`config.mk`:
```
export PLATFORM = sky130hd
export DESIGN_NAME = regfile_mp
export DESIGN_NICKNAME = d
export VERILOG_FILES = /design/src/rtl/regfile_mp.sv
export SDC_FILE = /design/constraint.sdc
export NUM_CORES = 2
export LEC_CHECK = 0
export CAP_MARGIN = 10
export CORE_AREA = 2 2 345 347
export DETAILED_ROUTE_END_ITERATION = 8
export DIE_AREA = 0 0 347 349
export PLACE_DENSITY = 0.73
export SLEW_MARGIN = 15
export SYNTH_ARGS = -nofsm -noshare
export SYNTH_HDL_FRONTEND = slang
export SYNTH_SLANG_ARGS = --single-unit
```
`constraint.sdc`:
```
create_clock -name clk -period 50.7 [get_ports clk]
set_clock_uncertainty 0.2 [all_clocks]
set_input_delay 10.14 -clock clk [delete_from_list [all_inputs] [get_ports clk]]
set_output_delay 10.14 -clock clk [all_outputs]
set_load 0.03 [all_outputs]
```
`src/rtl/regfile_mp.sv`:
```
// Multi-port register file: NRD combinational read ports, two prioritised write ports,
// per-register busy scoreboard. Optional same-cycle write forwarding under REGFILE_BYPASS_EN.
module regfile_mp #(
  parameter int DATA_W = 32,
  parameter int ADDR_W = 5,
  parameter int NRD    = 2
) (
  input  logic                    clk,
  input  logic                    rst,
  input  logic [NRD*ADDR_W-1:0]   rd_addr,
  output logic [NRD*DATA_W-1:0]   rd_data,
  output logic [NRD-1:0]          rd_busy,
  input  logic                    wr0_en,
  input  logic [ADDR_W-1:0]       wr0_addr,
  input  logic [DATA_W-1:0]       wr0_data,
  input  logic                    wr1_en,
  input  logic [ADDR_W-1:0]       wr1_addr,
  input  logic [DATA_W-1:0]       wr1_data,
  input  logic                    bs_en,
  input  logic [ADDR_W-1:0]       bs_addr,
  output logic [(1<<ADDR_W)-1:0]  busy_vec
);

  localparam int DEPTH = 1 << ADDR_W;

  logic [DATA_W-1:0] regs_q  [1:DEPTH-1];
  logic [DATA_W-1:0] rf_view [DEPTH];
  logic [DEPTH-1:0]  busy_q;
  logic [DEPTH-1:0]  busy_d;

  // NOTE: the register array is cleared by reset because software may read any
  // register before writing it; this costs a reset pin per flop, which is accepted here.
  always_ff @(posedge clk or posedge rst) begin
    if (rst) begin
      for (int i = 1; i < DEPTH; i++) regs_q[i] <= '0;
    end else begin
      for (int i = 1; i < DEPTH; i++) begin
        if (wr1_en && wr1_addr == ADDR_W'(i))      regs_q[i] <= wr1_data;
        else if (wr0_en && wr0_addr == ADDR_W'(i)) regs_q[i] <= wr0_data;
      end
    end
  end

  // Retiring producers clear their bit; a same-cycle issue to that register re-sets it.
  // NOTE: every combinational output gets a default before any conditional update,
  // so no path leaves it unassigned and no latch is inferred.
  always_comb begin
    busy_d = busy_q;
    for (int i = 1; i < DEPTH; i++) begin
      if ((wr0_en && wr0_addr == ADDR_W'(i)) || (wr1_en && wr1_addr == ADDR_W'(i)))
        busy_d[i] = 1'b0;
      if (bs_en && bs_addr == ADDR_W'(i))
        busy_d[i] = 1'b1;
    end
    busy_d[0] = 1'b0;
  end

  // NOTE: state registers use non-blocking assignments so every flop samples the
  // pre-edge values; blocking '=' is reserved for the combinational blocks.
  always_ff @(posedge clk or posedge rst) begin
    if (rst) busy_q <= '0;
    else     busy_q <= busy_d;
  end

  assign busy_vec = busy_q;

  // Full-depth view with a constant-zero entry 0 keeps the read mux free of special cases.
  always_comb begin
    rf_view[0] = '0;
    for (int i = 1; i < DEPTH; i++) rf_view[i] = regs_q[i];
  end

  logic [ADDR_W-1:0] ra;
  logic [DATA_W-1:0] rdv;
  logic              rbv;
`ifdef REGFILE_BYPASS_EN
  logic              hit0;
  logic              hit1;
`endif

  always_comb begin
    rd_data = '0;
    rd_busy = '0;
    ra      = '0;
    rdv     = '0;
    rbv     = 1'b0;
`ifdef REGFILE_BYPASS_EN
    hit0    = 1'b0;
    hit1    = 1'b0;
`endif
    for (int k = 0; k < NRD; k++) begin
      ra  = rd_addr[k*ADDR_W +: ADDR_W];
      rdv = rf_view[ra];
      rbv = busy_q[ra];
`ifdef REGFILE_BYPASS_EN
      hit0 = wr0_en && (wr0_addr == ra) && (ra != '0);
      hit1 = wr1_en && (wr1_addr == ra) && (ra != '0);
      if (hit1)      rdv = wr1_data;
      else if (hit0) rdv = wr0_data;
      if ((hit0 || hit1) && !(bs_en && bs_addr == ra)) rbv = 1'b0;
`endif
      // Reset forces quiet outputs even if forwarding would otherwise drive them.
      if (!rst) begin
        rd_data[k*DATA_W +: DATA_W] = rdv;
        rd_busy[k]                  = rbv;
      end
    end
  end

endmodule

```
==> results by group <==
Synth
  – Yosys cell types: 54
  – Syn_nets: approximately 6100
  – Synth Cell Area: 64000 sq um
  – EDFF count, synth: 0
  – Register area share after synthesis: 40.0%
  – Synthesis-stage register bit count: 1023
  – Ys Warns: 0
  – Synth Flop Type: dfrtp_1
  – Syn avg cell area: 10.6 sq um
  – Mapped Cells: 6035
  – Async SR Flop Fraction: 100%

Die
  – Placeable Area: approximately 120000 sq um
  – Ports: 192
  – Initial core utilization: 54.5%
  – Die height: 349 microns
  – Cell Rows: 126
  – DIE WIDTH: 347 microns
  – Die ar.: 121000 sq um

Timing
  – RSZ-0062 raised after global routing: no
  – Max Clk Rate: 39.7 MHz
  – Final setup violation count: 0
  – Ratio of final minimum period to clock period: between 40 and 50%
  – Setup tns final: 0 ns
  – Pins Over Slew Limit: 0
  – Minimum clock period: 25.20 ns
  – Slew @ Worst Pin: 1.28 ns
  – Slew headroom: 14.7%
  – Final hold vios: 0

Power
  – Pwr/cell area: 39.8 nW/um^2
  – Peak VDD IR: ~0.030 mV
  – Tot Pwr: 2750 uW
  – Pleak: 0.0293 uW

Critical path
  – Startpoint Class: input pin
  – Crit path cell chain: buf_6 > buf_4 > and2_2 > buf_4 > a221oi_1 > a21oi_1 > clkdlybuf4s50_1
  – CP peak stage delay: approximately 0.80 ns
  – Crit-path max FO: 51
  – Worst reg2reg path endpoint: regs_q[761]
  – Reg2reg path depth: 2
  – Setup CP Type: in -> out
  – Cell mode on critical path: buf_4
  – Setup slack, reg-to-reg: between 40 and 50 ns
  – Critical Path Sink Type: primary output
  – CP Depth: 7
  – CP arrival: 14.86 ns
  – Crit path required time: about 40 ns
  – Worst path bufs/invs: 4
  – Critical-path top delay cell: clkdlybuf4s50_1
  – Worst path top cell family by delay: buffers and inverters
  – Reg2reg start: regs_q[761]

Clocking
  – Clock-pin slew on the worst setup and hold paths: 0.06 ns
  – CTS Buffer Depth: 3
  – Num CTS Buffers: 111
  – Skew-Pair Late Insertion Delay: 0.72 ns
  – Clock Tree Root: clkbuf_16
  – Postcts setup bufs: 0
  – CTS sink cnt: 1023
  – Post-CTS Resized: 0
  – CTS Hold Bufs: 0
  – CTS tree: built
  – Htree depth: 3

Routing
  – Total number of vias: 53600
  – Initial DRC Count: 8738
  – DR vias/cell: 7.30
  – DRC viols: 0
  – Post-route antenna net violation count: 0
  – Routed len/inst: 33.3 microns
  – DRT Wirelength: 244000 microns
  – Drt pass-1 iters: 6

Layout
  – Area delta synth->final: 8.15%
  – Cell Count, Final, Fillers Out: 7341
  – Final instance area: 69200 sq um
  – Share of cells above drive strength 1: between 10% and 20%
  – Final Util: 58.9%
  – NumNets Final: 5797

Global routing
  – Antenna violations before repair: 12
  – Pin count of the biggest net entering global routing: 180
  – Grt ovf: 0
  – GRT Util Overall: roughly two fifths
  – First-pass GRT wire length: 354000 microns
  – Vias in the first global route: roughly 51000

Outcome
  – Status: finished clean

Run
  – Max-cap violation count: 0

Placed design
  – Placed Instance Area: 65700 sq um
  – RePlAce Congestion: 0.871
  – IO buf count: 190
  – Placed Cells: 7126
  – HPWL Detailed: around 130000 microns

Worst hold path
  – Worst Hold End: busy_vec[29]
  – Worst min path class: reg -> reg
  – Hold path depth: 1
  – Min-delay src: busy_vec[29]
report_power, final:
| group | internal, uW | switching (uW) |
|---|---|---|
| logic | 374 | 330 |
| registers | 1030 | 183 |
| clock network | 472 | 361 |
| total | 1880 | 874 |
state kept, by name, summed over array words and instances, names as in the netlist:
name,cells
busy_vec,31
regs_q,992
cells by family after synthesis:
kind of cell,after synthesis,synth area share [%]
AND/OR/NAND/NOR,1257,8.06
AO/OA/AOI/OAI,1388,12.7
flip-flops,1023,40.0
multiplexers,1620,33.9
other,1,0.00586
buffers and inverters,746,5.31
Yosys cell counts (62+ instances only):
cell,count,area [sq um]
a21oi_1,548,2740
a221oi_1,68,596
buf_2,152,761
clkbuf_1,478,1790
dfrtp_1,1023,25600
mux2_2,96,1080
mux2i_1,1095,11000
mux4_2,429,9660
nand2_1,571,2140
nor2_1,539,2020
o21ai_0,434,2170
o21ai_1,64,320
o22ai_1,62,388
cells in the final DEF (no fill, tap or decap), types with 32 or more instances in the layout:
master,synthesis,layout
a22o_1,37,37
buf_4,61,97
nor2b_1,47,40
clkbuf_16,0,113
or3_1,34,32
a221oi_1,68,68
a21oi_1,548,548
mux2i_1,1095,1095
nand2_1,571,550
clkdlybuf4s50_1,0,150
nor2_1,539,525
mux4_2,429,429
o21ai_1,64,64
o22ai_1,62,62
dfrtp_1,1023,1023
mux2_2,96,96
o21ai_0,434,434
per-stage QoR:
step	setup WS, ns	hold WS, ns
floorplan	6.18	0.331
global placement	25.83	0.348
detailed placement	25.79	0.346
CTS	25.80	0.359
global route	25.66	0.378
finish	25.50	0.362
how the worst max path moves through the flow:
stage,from,end
after floorplan,rst,rd_busy[1]
after global placement,rd_addr[2],rd_data[7]
after detailed placement,rd_addr[2],rd_data[7]
after CTS,rd_addr[1],rd_data[7]
after global routing,rd_addr[2],rd_data[13]
final,rd_addr[2],rd_data[7]
layer usage:
metal | vias up | global-route usage (%) | wire length (microns)
met3 | 1190 | 13.6 | 35800
met2 | 4603 | 57.2 | 103000
met4 | 4 | 26.5 | 19800
li1 | 21500 | - | -
met1 | 26400 | 51.1 | 85300
met5 | - | 0.200 | 25
cell type report:
type	instances	area, sq um
multi-input cells	4266	35400
inverters	12	55.1
diodes	10	25.0
flip-flops and latches	1023	25600
clock buffers	165	3240
well taps	1536	1920
repair buffers	289	2570
fillers	9626	48200
clock inverters	40	387
No activity file was read; power rests on OpenSTA's default activity.
